## src/rtl/audio_pkg.sv

```systemverilog
// audio_pkg: shared sample layout, silence constant and playback state encoding.
package audio_pkg;
    localparam int SAMPLE_W  = 32;
    localparam int LEFT_MSB  = 31;
    localparam int LEFT_LSB  = 16;
    localparam int RIGHT_MSB = 15;
    localparam int RIGHT_LSB = 0;
    localparam logic [SAMPLE_W-1:0] SILENCE = '0;
    typedef enum logic {IDLE, RUN} state_t;
endpackage

```

## src/rtl/sync_edge_detect.sv

```systemverilog
// sync_edge_detect: 2-flop synchronizer plus history flop; one-cycle pulse on a falling edge.
module sync_edge_detect (
    input  logic clk,
    input  logic rst_n,
    input  logic async_in,
    output logic fall
);
    logic meta, sync, hist;
    always_ff @(posedge clk or negedge rst_n)
        if (!rst_n) begin
            meta <= 1'b0;
            sync <= 1'b0;
            hist <= 1'b0;
        end else begin
            meta <= async_in;
            sync <= meta;
            hist <= sync;
        end
    assign fall = hist & ~sync;
endmodule

```

## src/rtl/audio_sample_fifo.sv

```systemverilog
// audio_sample_fifo: DEPTH-entry sample FIFO feeding the I2S transmitter, one pop per SyncCLK frame.
// Define AUDIO_FIFO_UNDERRUN_CNT_EN to add the saturating UnderrunCount output.
module audio_sample_fifo
    import audio_pkg::*;
#(
    parameter int DEPTH     = 16,
    parameter int LOW_LEVEL = 4
) (
    input  logic                    MasterCLK,
    input  logic                    Resetn,
    input  logic [SAMPLE_W-1:0]     WrData,
    input  logic                    WrEn,
    input  logic                    Enable,
    input  logic                    ClearFlags,
    input  logic                    SyncCLK,
    output logic [SAMPLE_W-1:0]     InputData,
    output logic [$clog2(DEPTH):0]  Level,
    output logic                    Full,
    output logic                    Empty,
    output logic                    LowLevel,
    output logic                    Underrun,
`ifdef AUDIO_FIFO_UNDERRUN_CNT_EN
    output logic                    Overflow,
    output logic [15:0]             UnderrunCount
`else
    output logic                    Overflow
`endif
);
    localparam int AW = $clog2(DEPTH);
    localparam int LW = AW + 1;

    logic [SAMPLE_W-1:0] mem [DEPTH];
    logic [AW-1:0] wr_ptr, rd_ptr;
    state_t state;
    logic frame_req, wr_ok, ovf_set, active, pop, und_set;

    sync_edge_detect u_sync (
        .clk      (MasterCLK),
        .rst_n    (Resetn),
        .async_in (SyncCLK),
        .fall     (frame_req)
    );

    assign Full     = Level == LW'(DEPTH);
    assign Empty    = Level == '0;
    assign LowLevel = Level <= LW'(LOW_LEVEL);
    assign wr_ok    = WrEn & ~Full;
    assign ovf_set  = WrEn & Full;
    assign active   = (state == RUN) & Enable & frame_req;
    assign pop      = active & ~Empty;
    assign und_set  = active & Empty;

    // Storage is not reset: the pointers and Level define what is valid.
    always_ff @(posedge MasterCLK)
        if (wr_ok) mem[wr_ptr] <= WrData;

    always_ff @(posedge MasterCLK or negedge Resetn)
        if (!Resetn) begin
            state     <= IDLE;
            InputData <= SILENCE;
            wr_ptr    <= '0;
            rd_ptr    <= '0;
            Level     <= '0;
            Underrun  <= 1'b0;
            Overflow  <= 1'b0;
        end else begin
            if (state == IDLE) begin
                InputData <= SILENCE;
                if (Enable) state <= RUN;
            end else if (!Enable) begin
                state     <= IDLE;
                InputData <= SILENCE;
            end else if (frame_req)
                InputData <= pop ? mem[rd_ptr] : SILENCE;
            wr_ptr   <= wr_ptr + AW'(wr_ok);
            rd_ptr   <= rd_ptr + AW'(pop);
            Level    <= Level + LW'(wr_ok) - LW'(pop);
            Underrun <= und_set | (Underrun & ~ClearFlags);
            Overflow <= ovf_set | (Overflow & ~ClearFlags);
        end

`ifdef AUDIO_FIFO_UNDERRUN_CNT_EN
    always_ff @(posedge MasterCLK or negedge Resetn)
        if (!Resetn)
            UnderrunCount <= '0;
        else if (und_set)
            UnderrunCount <= ClearFlags ? 16'd1 :
                             (UnderrunCount == 16'hFFFF) ? UnderrunCount : UnderrunCount + 16'd1;
        else if (ClearFlags)
            UnderrunCount <= '0;
`endif
endmodule

```

## config.mk

```make
export PLATFORM = sky130hd
export DESIGN_NAME = audio_sample_fifo
export DESIGN_NICKNAME = d
export VERILOG_FILES = /design/src/rtl/audio_pkg.sv /design/src/rtl/sync_edge_detect.sv /design/src/rtl/audio_sample_fifo.sv
export SDC_FILE = /design/constraint.sdc
export NUM_CORES = 1
export LEC_CHECK = 0
export ABC_AREA = 1
export CORE_UTILIZATION = 45
export CTS_CLUSTER_DIAMETER = 50
export DETAILED_ROUTE_END_ITERATION = 8
export GPL_ROUTABILITY_DRIVEN = 0
export PLACE_DENSITY = 0.61
export SLEW_MARGIN = 10
export SYNTH_ARGS = -nofsm -noshare
export SYNTH_HDL_FRONTEND = slang
export SYNTH_SLANG_ARGS = --single-unit
```

## constraint.sdc

```tcl
create_clock -name MasterCLK -period 4.3 [get_ports MasterCLK]
set_input_delay 1.29 -clock MasterCLK [delete_from_list [all_inputs] [get_ports MasterCLK]]
set_output_delay 1.29 -clock MasterCLK [all_outputs]
set_load 0.1 [all_outputs]
```

==> out/qor.csv <==
stage;metric;value;unit
run_status;status;finished, final reports clean;
timing;min_period_over_period;80.82;%
critical_path;path_depth;1;
critical_path;crit_buf_inv;1;
detailed_routing;antenna_left;0;
detailed_routing;drc;0;
clock_tree;clkSinkCount;563;
layout;layout_common_cells;nand2_1, edfxtp_1, inv_1;
job;cap_violations;0;
timing;drv_slew;0;
clock_tree;cts_tree;built;
logic_synthesis;synth_edf_count;512;
clock_tree;cts_resized;0;
clock_tree;numCtsBuffers;67;
min_path;min_path_type;reg2reg;
floorplan;placementRows;84;
floorplan;core;52760;sq um
clock_tree;clk_pin_slew_worst_paths;0.06;ns
power_and_ir_drop;cellLeakagePower;0.01196;uW
floorplan;die_x;233.7;um
power_and_ir_drop;max-vdd-ir-drop;356.1;uV
timing;slew_headroom;32.53;%
floorplan;initial_core_util;45.80;%
clock_tree;clock_latency;0.59;ns
clock_tree;cts-hold-fix-buffers;0;
logic_synthesis;yosys_warnings;0;
floorplan;io_pins;80;
global_routing;grt_pass1_wl;91780;um
detailed_routing;vias;15770;
clock_tree;cts_setup_buffers;0;
critical_path;crit_family;buffers and inverters;
detailed_routing;drtIter0Drc;1257;
logic_synthesis;synthFlopType;edfxtp_1;
global_routing;grt_overflow;0;
layout;fin_nets;2431;
logic_synthesis;ys_types;24;
critical_path;crit_fanout;5;
logic_synthesis;synth_seq_cells;563;
detailed_routing;wl;59730;um
logic_synthesis;synthesis.nets;2351;
critical_path;arrival;2.19;ns
clock_tree;htreeDepth;3;
global_routing;met2_usage;36.21;%
layout;final_common_cell;nand2_1;
placement;placed_cells;2999;
critical_path;worst_r2r_endpoint;InputData[0]$_DFFE_PN0P_;
power_and_ir_drop;p_per_area;650.2;nW/um^2
min_path;whs_endpoint;u_sync.sync$_DFF_PN0_;
timing;rsz0062_at_grt;no;
global_routing;grt_pass1_vias;15580;
timing;fin_ws;0.8247;ns
critical_path;max_stage_delay;1.17;ns
detailed_routing;via_per_inst;5.053;
min_path;hold_depth;0;
global_routing;grt_max_degree;134;
timing;finalSetupTns;0;ns
global_routing;antenna_found_initial;0;
critical_path;cp-start-kind;flip-flop;
placement;hpwl;34380;um
global_routing;grt_busiest_layer;met2;
critical_path;reg2reg_from;rd_ptr[0]$_DFF_PN0_;
logic_synthesis;synth_cells;2300;
floorplan;die-area;54630;sq um
timing;worst_slew_pin_slew;1.012;ns
timing;setup_viol_count_final;0;
clock_tree;cts-root-buf;clkbuf_16;
critical_path;reg2reg_depth;8;
clock_tree;cts_buffer_depth;3;
logic_synthesis;synth.top_cell.area_share;63.62;%
timing;skew;0.02141;ns
global_routing;grtUsageTotal;22.52;%
floorplan;die_y;233.7;um
logic_synthesis;synth_seq_area_share;68.90;%
timing;fmax;287.7;MHz
critical_path;critPathRequiredTime;3.01;ns
placement;dpl_worst_slack;0.6505;ns
detailed_routing;wl_per_cell;19.14;um
layout;drive_above_1_share;7.031;%
timing;finalHoldViolCount;0;
logic_synthesis;synthTopCellsByArea;edfxtp_1, nand2_1, nand3_1, inv_1, dfrtp_1;
critical_path;critical_path_class;reg2out;
critical_path;worstPathCellList;clkdlybuf4s50_1;
global_routing;use_met3;3.721;%
logic_synthesis;synth_area;24170;sq um
critical_path;r2r_slack;1.60;ns
critical_path;critPathCaptureType;output port;
layout;layout.cells.non_filler;3121;
placement;port-buffer-count;79;
critical_path;cpMaxStageDelayCell;clkdlybuf4s50_1;
logic_synthesis;ys_async_sr_fraction;9.059;%
layout;area_growth;15.14;%
logic_synthesis;yosys.area.top_type;edfxtp_1;
logic_synthesis;postSynthAreaPerCell;10.51;sq um
layout;fin_util;52.74;%
detailed_routing;first_pass_iters;7;
min_path;hp-start;u_sync.meta$_DFF_PN0_;
global_routing;grt_use_met1;30.65;%
timing;fin_crit;3.475;ns
[area by class of cell]
cell class,count,area [sq um]
well taps,688,860.8
diodes,1,2.502
clock buffers,90,1856
fillers,4606,24940
multi-input cells,1218,5371
clock inverters,31,296.5
repair buffers,122,1239
inverters,408,1539
flip-flops and latches,563,16660
[stage by stage]
| stage | hold WS (ns) | total power, uW | cell area [sq um] |
|---|---|---|---|
| global placement | 0.3335 | 12660 | 25670 |
| CTS | 0.3508 | 18240 | 27820 |
| detailed placement | 0.3479 | 12710 | 25670 |
| floorplan | 0.3312 | 11070 | 24170 |
| finish | 0.3471 | 18090 | 27830 |
| global route | 0.3544 | 19090 | 27820 |
[sequential cells by signal, indices dropped and copies added, names as in the netlist]
signal       count
mem            512
u_sync.meta      1
rd_ptr           4
state            1
u_sync.sync      1
Underrun         1
Overflow         1
u_sync.hist      1
wr_ptr           4
InputData       32
Level            5
[where the power goes]
part	internal [uW]	switching, uW	leakage, uW
sequential	6600	245	0.00529
clock	3300	2220	0.00105
combinational	1540	4190	0.00562
[layer usage]
layer  vias up  part of all wire [%]
met1      7595                    44
met5         -                     0
li1       7567                     -
met2       512                    47
met3        97                   6.2
met4         0                   3.0
[worst max-delay path by stage]
stage / start / endpoint / slack, ns
detailed placement: Enable / Level[4]$_DFF_PN0_ / 0.65
global placement: Enable / Level[4]$_DFF_PN0_ / 0.64
global route: Level[1]$_DFF_PN0_ / Level[1] / 0.74
floorplan: Level[3]$_DFF_PN0_ / Level[4]$_DFF_PN0_ / 0.004
CTS: Level[1]$_DFF_PN0_ / Level[1] / 0.78
finish: Level[1]$_DFF_PN0_ / Level[1] / 0.82
[synth_stat cells, types with 5 or more instances]
cell and number:
buf_4 6, nand3_1 392, inv_1 406, nand2_1 779, clkbuf_1 11, nor2_1 19, dfrtp_1 51, buf_2 54
buf_1 10, edfxtp_1 512, buf_6 29, ha_1 12, xor2_1 5
[kinds of logic after synthesis]
logic type	Yosys count	synth area share, %
DFF	563	68.90
adders and majority gates	13	0.7041
xor gates and xnor gates	7	0.2537
buffers and inverters	519	9.413
and+or+nand+nor	1192	20.57
AOI/OAI and AO/OA	6	0.1605
(Power assumes the default switching activity.)
